`config.mk`:
```
export PLATFORM = sky130hd
export DESIGN_NAME = priv_1_12_trap_redirect_ctrl
export DESIGN_NICKNAME = d
export VERILOG_FILES = /design/src/rtl/machine_mode_types_1_12_pkg.sv /design/src/rtl/priv_1_12_tvec_calc.sv /design/src/rtl/priv_1_12_trap_redirect_ctrl.sv
export SDC_FILE = /design/constraint.sdc
export NUM_CORES = 1
export LEC_CHECK = 0
export BUFFER_PORTS_ARGS = -buffer_cell sky130_fd_sc_hd__buf_4
export CAP_MARGIN = 20
export CORE_MARGIN = 8
export CORE_UTILIZATION = 37
export DETAILED_ROUTE_END_ITERATION = 7
export HOLD_SLACK_MARGIN = 0.12
export PLACE_DENSITY_LB_ADDON = 0.3
export SKIP_CTS_REPAIR_TIMING = 1
export SYNTH_ARGS = -nofsm -noshare
export SYNTH_HDL_FRONTEND = slang
export SYNTH_SLANG_ARGS = --single-unit
export TNS_END_PERCENT = 100
```
`constraint.sdc`:
```
create_clock -name CLK -period 1.9 [get_ports CLK]
set_input_delay 0 -clock CLK [delete_from_list [all_inputs] [get_ports CLK]]
set_output_delay 0 -clock CLK [all_outputs]
set_load 0.01 [all_outputs]
```
`src/rtl/machine_mode_types_1_12_pkg.sv`:
```
// Shared types for the privileged trap/return redirect logic.
package machine_mode_types_1_12_pkg;

    // Redirect controller states.
    typedef enum logic [1:0] {
        ST_IDLE       = 2'd0,
        ST_WAIT_CLEAR = 2'd1,
        ST_REDIRECT   = 2'd2
    } redirect_state_e;

    // xtvec[1:0] mode field; encodings 2 and 3 behave as direct.
    typedef enum logic [1:0] {
        TVEC_DIRECT   = 2'd0,
        TVEC_VECTORED = 2'd1
    } tvec_mode_e;

    // Kind of control transfer being served.
    typedef enum logic [1:0] {
        REQ_NONE = 2'd0,
        REQ_TRAP = 2'd1,
        REQ_MRET = 2'd2,
        REQ_SRET = 2'd3
    } req_kind_e;

    // Context captured when a request is accepted.
    typedef struct packed {
        req_kind_e kind;
        logic      to_s;
    } redirect_ctx_t;

    // True only for the vectored encoding of the tvec mode field.
    function automatic logic is_vectored(input logic [1:0] mode);
        return mode == TVEC_VECTORED;
    endfunction

endpackage

```
`src/rtl/priv_1_12_tvec_calc.sv`:
```
// Combinational redirect target computation for traps, mret and sret.
module priv_1_12_tvec_calc
    import machine_mode_types_1_12_pkg::*;
#(
    parameter int XLEN      = 32,
    parameter int SUPPORT_S = 1,
    parameter int NUM_VEC   = 16,
    parameter int CAUSE_W   = 5
) (
    input  req_kind_e         kind,
    input  logic              trap_is_intr,
    input  logic [CAUSE_W-1:0] trap_cause,
    input  logic              trap_to_s,
    input  logic [XLEN-1:0]   mtvec,
    input  logic [XLEN-1:0]   stvec,
    input  logic [XLEN-1:0]   mepc,
    input  logic [XLEN-1:0]   sepc,
    output logic [XLEN-1:0]   target,
    output logic              to_s
);

    // Clears the two low bits (tvec mode field / epc misalignment).
    localparam logic [XLEN-1:0] ALIGN_MASK = ~(XLEN'(3));

    logic            use_s_tvec;
    logic            cause_in_range;
    logic [XLEN-1:0] tvec_sel;
    logic [XLEN-1:0] tvec_base;
    logic [XLEN-1:0] vec_offset;

    assign use_s_tvec     = (SUPPORT_S != 0) && trap_to_s;
    assign tvec_sel       = use_s_tvec ? stvec : mtvec;
    assign tvec_base      = tvec_sel & ALIGN_MASK;
    assign cause_in_range = 32'(trap_cause) < 32'(NUM_VEC);
    // Sum is XLEN wide, so a base near the top of memory wraps around.
    assign vec_offset     = XLEN'(trap_cause) << 2;

    // Select the target address and privilege qualifier for the request kind.
    always_comb begin
        target = '0;
        to_s   = 1'b0;
        case (kind)
            REQ_TRAP: begin
                to_s = use_s_tvec;
                if (is_vectored(tvec_sel[1:0]) && trap_is_intr && cause_in_range) begin
                    target = tvec_base + vec_offset;
                end else begin
                    target = tvec_base;
                end
            end
            REQ_MRET: begin
                target = mepc & ALIGN_MASK;
            end
            REQ_SRET: begin
                target = sepc & ALIGN_MASK;
                to_s   = 1'b1;
            end
            default: begin
                target = '0;
            end
        endcase
    end

endmodule

```
`src/rtl/priv_1_12_trap_redirect_ctrl.sv`:
```
// Sequences trap entry and mret/sret redirects into the fetch stage:
// accepts one request, waits for the pipeline to drain, then holds the
// redirect until fetch acknowledges it.
module priv_1_12_trap_redirect_ctrl
    import machine_mode_types_1_12_pkg::*;
#(
    parameter int XLEN      = 32,
    parameter int SUPPORT_S = 1,
    parameter int NUM_VEC   = 16,
    parameter int CAUSE_W   = 5
) (
    input  logic               CLK,
    input  logic               nRST,
    input  logic               trap_req,
    input  logic               trap_is_intr,
    input  logic [CAUSE_W-1:0] trap_cause,
    input  logic               trap_to_s,
    input  logic               mret,
    input  logic               sret,
    input  logic               pipe_clear,
    input  logic               fetch_ack,
    input  logic [XLEN-1:0]    mtvec,
    input  logic [XLEN-1:0]    stvec,
    input  logic [XLEN-1:0]    mepc,
    input  logic [XLEN-1:0]    sepc,
    output logic               insert_pc,
    output logic [XLEN-1:0]    priv_pc,
    output logic               redirect_busy,
    output logic               trap_commit,
    output logic               ret_commit,
    output logic               commit_to_s
);

    redirect_state_e state_reg, state_next;
    redirect_ctx_t   ctx_reg, ctx_next;
    logic [XLEN-1:0] target_reg, target_next;
    logic            insert_pc_reg;
    logic [XLEN-1:0] priv_pc_reg;

    req_kind_e       req_kind;
    logic            accept;
    logic [XLEN-1:0] calc_target;
    logic            calc_to_s;

    priv_1_12_tvec_calc #(
        .XLEN      (XLEN),
        .SUPPORT_S (SUPPORT_S),
        .NUM_VEC   (NUM_VEC),
        .CAUSE_W   (CAUSE_W)
    ) u_tvec_calc (
        .kind         (req_kind),
        .trap_is_intr (trap_is_intr),
        .trap_cause   (trap_cause),
        .trap_to_s    (trap_to_s),
        .mtvec        (mtvec),
        .stvec        (stvec),
        .mepc         (mepc),
        .sepc         (sepc),
        .target       (calc_target),
        .to_s         (calc_to_s)
    );

    // Arbitrate pending requests: trap beats mret beats sret.
    always_comb begin
        req_kind = REQ_NONE;
        if (trap_req) begin
            req_kind = REQ_TRAP;
        end else if (mret) begin
            req_kind = REQ_MRET;
        end else if (sret && (SUPPORT_S != 0)) begin
            req_kind = REQ_SRET;
        end
    end

    // Gated by nRST so no commit pulse escapes while reset is held.
    assign accept = (state_reg == ST_IDLE) && nRST && (req_kind != REQ_NONE);

    // Next-state logic; the target and context are captured on accept.
    always_comb begin
        state_next  = state_reg;
        ctx_next    = ctx_reg;
        target_next = target_reg;
        case (state_reg)
            ST_IDLE: begin
                if (accept) begin
                    target_next   = calc_target;
                    ctx_next.kind = req_kind;
                    ctx_next.to_s = calc_to_s;
                    state_next    = pipe_clear ? ST_REDIRECT : ST_WAIT_CLEAR;
                end
            end
            ST_WAIT_CLEAR: begin
                if (pipe_clear) begin
                    state_next = ST_REDIRECT;
                end
            end
            ST_REDIRECT: begin
                if (fetch_ack) begin
                    state_next = ST_IDLE;
                end
            end
            default: begin
                state_next = ST_IDLE;
            end
        endcase
    end

    // State, context and registered redirect outputs; priv_pc is zero unless redirecting.
    always_ff @(posedge CLK or negedge nRST) begin
        if (!nRST) begin
            state_reg     <= ST_IDLE;
            ctx_reg       <= '{kind: REQ_NONE, to_s: 1'b0};
            target_reg    <= '0;
            insert_pc_reg <= 1'b0;
            priv_pc_reg   <= '0;
        end else begin
            state_reg     <= state_next;
            ctx_reg       <= ctx_next;
            target_reg    <= target_next;
            insert_pc_reg <= (state_next == ST_REDIRECT);
            priv_pc_reg   <= (state_next == ST_REDIRECT) ? target_next : '0;
        end
    end

    assign insert_pc     = insert_pc_reg;
    assign priv_pc       = priv_pc_reg;
    assign redirect_busy = (state_reg != ST_IDLE);
    assign trap_commit   = accept && (req_kind == REQ_TRAP);
    assign ret_commit    = accept && ((req_kind == REQ_MRET) || (req_kind == REQ_SRET));
    assign commit_to_s   = accept && calc_to_s;

endmodule

```
==> flow_summary.yaml, run 1 <==
run_status:
  status: "finished clean"
final_layout:
  fin_cells: 857
  num-fill-cells: 939
  multiInputGateArea_um2: 2580
  num_antenna_cells: 0
  layout.nets: 857
  drive_gt1_share_pct: 42.4
  final_util_pct: 61.5
  area_growth_pct: 64.5
  stdcell_area_um2: 6900
  seq_area_um2: 1680
detailed_routing:
  first_pass_iters: 7
  antenna_left: 0
  wirelength_um: 15500
  drc_errors: 0
  vias: 4571
  post_drt_via_cell_ratio: 5.33
  wl_per_cell_um: 18.1
  initialDrtViolationCount: 296
timing:
  report.final.slew_viol_count: 0
  fmax_ghz: 0.534
  finalCritPeriodShare_pct: 98.5
  setup_violations: 0
  final_hold_viol_count: 0
  fin_crit_ns: 1.87
  slew_headroom_pct: 45.1
  holdWs_ns: 0.0740
  rsz0062_at_grt: "true"
  worstMarginPinSlew_ns: 0.820
  clock-skew-final_ns: 0.00438
synth:
  async_flop_share_pct: 100
  yosysWarnings: 0
  synthXorXnorAreaFrac_pct: 2.30
  netlist_area_um2: 4200
  synthMuxAreaShare_pct: 7.66
  ys.flop_type: "dfrtp_1"
  synthTopCellsByArea: "dfrtp_1 40%, mux2i_1 5.2%, and2_1 3.7%"
  netlist.area_leader.share_pct: 39.9
  synth_edf_count: 0
  ys_ff_latch: 67
  netlist.top_cell.by_area: "dfrtp_1"
  synth_adder_area_share_pct: 1.97
  synth_compound_area_share_pct: 23.0
  synth_area_per_cell_um2: 9.25
  synthSimpleGateAreaFrac_pct: 21.8
  ys_types: 58
  synth_top_family_by_area: "compound AO/OA/AOI/OAI gates"
  syn_inst: 454
  yosysSeqAreaShare_pct: 39.9
  synth_nets: 602
die:
  design.die.area_um2: 15000
  num_rows: 39
  die_w_um: 123
  io_pins: 179
  die_h_um: 123
  fp.coreArea_um2: 11200
  start_util_pct: 37.4
pwr:
  power.total_mw: 5.16
  power.density_nw_per_um2: 748
  irDropWorstVdd_mv: 0.566
  power_leakage_nw: 3.22
global_routing:
  grt.overflow.total: 0
  grt.total_usage_pct: 19.5
  grt_pass1_wl_um: 23200
  grt_max_degree: 47
  antenna_found_initial: 0
  grt_pass1_vias: 4566
setup_path:
  r2r-start: "state_reg[0]$_DFF_PN0_"
  cp_data_required_time_ns: 2.11
  end_kind: "register"
  r2r-end: "priv_pc[29]$_DFF_PN0_"
  crit_arrival_ns: 2.09
  reg2reg_setup_slack_ns: 0.11
  cp-start-kind: "input pin"
  path_max_fanout: 13
  endpoint: "priv_pc[25]$_DFF_PN0_"
  path_class: "in -> reg"
  rr_worst_depth: 7
  crit_start: "trap_to_s"
clock_network:
  clk_pin_slew_ns: 0.05
  insertion_delay_ns: 0.33
  h-tree-depth: 3
  numCtsBuffers: 9
  cts_root_buf: "clkbuf_16"
  cts_tree: "done"
  cts.sinks: 67
  cts_buffer_depth: 2
placement:
  dpl-instance-area_um2: 6210
  port_buffers: 174
  placed_cells: 810
  place_hpwl_um: 12200
  place.gp.congestion: 0.827
job:
  drv_cap: 0
min_path:
  min_path_type: "in -> reg"
worst min-delay path by stage:
stage / endpoint / from / cells past startpoint / slack [ns]
detailed placement: state_reg[1]$_DFF_PN0_ / nRST / 1 / -0.19
global placement: state_reg[0]$_DFF_PN0_ / nRST / 1 / -0.19
finish: target_reg[31]$_DFF_PN0_ / mepc[31] / 5 / 0.07
floorplan: insert_pc$_DFF_PN0_ / nRST / 0 / -0.30
CTS: state_reg[1]$_DFF_PN0_ / nRST / 1 / -0.54
global route: target_reg[31]$_DFF_PN0_ / mepc[31] / 5 / 0.13
layer usage:
| metal | GRT usage (%) | vias up | part of all wire [%] |
|---|---|---|---|
| li1 | - | 2231 | - |
| met1 | 25.6 | 2159 | 44 |
| met2 | 31.7 | 167 | 47 |
| met3 | 4.55 | 14 | 7.5 |
| met4 | 5.10 | 0 | 1.5 |
| met5 | 0 | - | 0 |
synth_stat cells (6+ instances only):
| master | number |
|---|---|
| o31ai_1 | 10 |
| a211oi_1 | 6 |
| a221o_1 | 11 |
| nor2_1 | 29 |
| dfrtp_1 | 67 |
| inv_1 | 7 |
| nand2_1 | 30 |
| a21oi_1 | 24 |
| and2_1 | 25 |
| o21ai_0 | 28 |
| nand3b_1 | 6 |
| nor3_1 | 9 |
| a22oi_1 | 11 |
| xnor2_1 | 9 |
| nor2b_1 | 7 |
| mux2i_1 | 22 |
| a221oi_1 | 10 |
| mux2_2 | 9 |
| nand4_1 | 8 |
| clkbuf_1 | 21 |
| nand3_1 | 24 |
| o22ai_1 | 8 |
where the power goes:
group | switching (mW) | internal [mW] | total [mW]
Combinational | 0.853 | 0.887 | 1.74
Clock | 0.563 | 1.02 | 1.59
Sequential | 0.0974 | 1.74 | 1.84
critical path, cell delays in order:
cell and delay, ns:
buf_12 0.12, mux2_4 0.30, ha_1 0.31, a211oi_1 0.08
o21ai_1 0.21, nand2_1 0.08, buf_4 0.18, nor4_1 0.46
o32ai_2 0.17, and2_1 0.16
cell type report:
class | count | area share (%)
sequential | 67 | 24.3
inverter | 7 | 0.435
multi-input combinational | 352 | 37.3
clock buffer | 15 | 4.17
timing repair buffer | 272 | 31.1
clock inverter | 1 | 0.0725
tap | 143 | 2.59
cells by family after synthesis:
family          count (synthesis)
buf+inv                        35
flops                          67
compound gates                136
fa+ha+maj                       6
simple gates                  168
xor+xnor                       11
mux                            31
layout by cell type, fill, tap and decap left out, types with 19 or more instances in the layout:
| cell | count |
|---|---|
| dfrtp_1 | 67 |
| buf_4 | 239 |
| nor2_1 | 29 |
| dlygate4sd3_1 | 28 |
| mux2i_1 | 22 |
| and2_1 | 25 |
| nand3_1 | 19 |
| a21oi_1 | 21 |
| nand2_1 | 29 |
| o21ai_0 | 24 |
stage by stage:
stage	worst slack, ns	setup TNS (ns)
after floorplan	-0.476	-15.19
after global placement	-0.332	-9.38
after detailed placement	-0.385	-12.61
after CTS	-0.0493	-0.0864
after global routing	-0.0430	-0.122
final	0.0285	0
Note: power is estimated with default switching activity, not from simulation.
==> inputs of run 2 (changes only) <==
Settings changed: CORE_MARGIN 8 to 1.5.
==> run 2 against run 1 <==
The flow now finishes with violations (setup timing). Sequential power barely moved. Clock skew grew 0.00080 ns. Cell area is 0.83% higher. Setup slack lost 0.073 ns. Non-clock buffer count is 2 lower. Maximum frequency shrank 3.7%. Cell count decreased by 0.58%. Critical path type unchanged.
==> flow_summary.yaml, run 2 (synthesis results as in run 1) <==
run_status:
  status: "complete, but fails checks"
  violations: "setup timing"
clock_network:
  numCtsBuffers: 9
  cts_tree: "done"
  clk_pin_slew_ns: 0.05
  cts_root_buf: "clkbuf_16"
  h-tree-depth: 3
  cts_buffer_depth: 2
  insertion_delay_ns: 0.32
  cts.sinks: 67
pwr:
  power.total_mw: 5.24
  power.density_nw_per_um2: 753
  irDropWorstVdd_mv: 0.631
  power_leakage_nw: 3.24
final_layout:
  drive_gt1_share_pct: 44.1
  mostFrequentLayoutCells: "241 x buf_4, 67 x dfrtp_1, 29 x nor2_1, 29 x nand2_1"
  fin_cells: 852
  area_growth_pct: 65.8
  seq_area_um2: 1680
  multiInputGateArea_um2: 2610
  num-fill-cells: 927
  final_util_pct: 63.7
  num_antenna_cells: 0
  layout.nets: 855
  layout_commonest_cell: "buf_4"
die:
  num_rows: 38
  design.die.area_um2: 12000
  io_pins: 179
  fp.coreArea_um2: 10900
  die_h_um: 110
  die_w_um: 110
  start_util_pct: 38.4
placement:
  place_hpwl_um: 11000
  place.gp.congestion: 0.842
  dp_slack_ns: -0.454
  placed_cells: 807
  port_buffers: 174
global_routing:
  grt_pass1_wl_um: 21000
  grt_pass1_vias: 4333
  grt.overflow.total: 0
  antenna_found_initial: 0
  grt_max_degree: 37
  grt.total_usage_pct: 22.9
setup_path:
  end_kind: "register"
  path_max_fanout: 7
  cp_data_required_time_ns: 2.08
  cp-start-kind: "input pin"
  crit_arrival_ns: 2.13
  path_class: "in -> reg"
detailed_routing:
  wirelength_um: 14100
  vias: 4624
  wl_per_cell_um: 16.5
  antenna_left: 0
  post_drt_via_cell_ratio: 5.43
  initialDrtViolationCount: 317
  first_pass_iters: 5
  drc_errors: 0
timing:
  slew_headroom_pct: 56.3
  rsz0062_at_grt: "true"
  setup_violations: 5
  final_hold_viol_count: 0
  timing.final.ws_setup_ns: -0.0444
  finalCritPeriodShare_pct: 102
  report.final.slew_viol_count: 0
  worstMarginPinSlew_ns: 0.654
  finalSetupTns_ns: -0.0931
  fmax_ghz: 0.514
  fin_crit_ns: 1.94
  clock-skew-final_ns: 0.00518
min_path:
  min_path_type: "in -> reg"
job:
  drv_cap: 0
==> run 2: changes by cell type in the layout (fill, tap and decap cells not counted), sizes merged <==
cell,delta
dlygate4sd3,-7
buf,+4
clkbuf,-2
clkinv,+2
bufinv,+1
==> run 2: area by class of cell <==
type	instances	share of cell area, %
Tap cell	140	2.52
Multi-Input combinational cell	352	37.5
Clock inverter	4	0.701
Timing Repair Buffer	270	31.1
Sequential cell	67	24.1
Inverter	7	0.431
Clock buffer	12	3.68
==> run 2: worst paths after layout <==
kind | startpoint | slack [ns] | to | depth (start not counted)
max in group asynchronous | nRST | 1.16 | state_reg[1]$_DFF_PN0_ | 3
hold / removal | mepc[29] | 0.08 | target_reg[29]$_DFF_PN0_ | 5
hold reg to reg | target_reg[1]$_DFF_PN0_ | 0.47 | target_reg[1]$_DFF_PN0_ | 1
min in group asynchronous | nRST | 0.30 | target_reg[4]$_DFF_PN0_ | 3
setup / recovery | trap_to_s | -0.04 | priv_pc[8]$_DFF_PN0_ | 10
setup reg to reg | state_reg[0]$_DFF_PN0_ | 0.06 | priv_pc[12]$_DFF_PN0_ | 5
==> run 2: worst max-delay path, cell delays in order <==
cell,delay [ns]
buf_12,0.12
mux2_4,0.32
ha_4,0.17
fa_2,0.37
a211oi_4,0.30
o21bai_4,0.16
nand3_2,0.12
xor2_2,0.09
a222oi_1,0.35
a211oi_1,0.13
==> run 2: power by group <==
group	internal (mW)	total [mW]	switching, mW
Clock	1.08	1.64	0.554
Sequential	1.74	1.84	0.0985
Combinational	0.908	1.76	0.853
Total	3.73	5.24	1.51
==> run 2: stage by stage <==
stage | instance area, µm² | hold WS (ns)
floorplan | 4360 | -0.296
global placement | 6230 | -0.192
detailed placement | 6230 | -0.190
CTS | 6540 | -0.524
global route | 6960 | 0.123
finish | 6960 | 0.0813
==> run 2: routing by layer <==
metal  wire length [µm]  up-vias  GRT usage, %
li1                   -     2221             -
met1               6420     2215          32.1
met2               6650      178          37.0
met3                862       10          3.08
met4                168        0          6.40
met5                  0        -             0
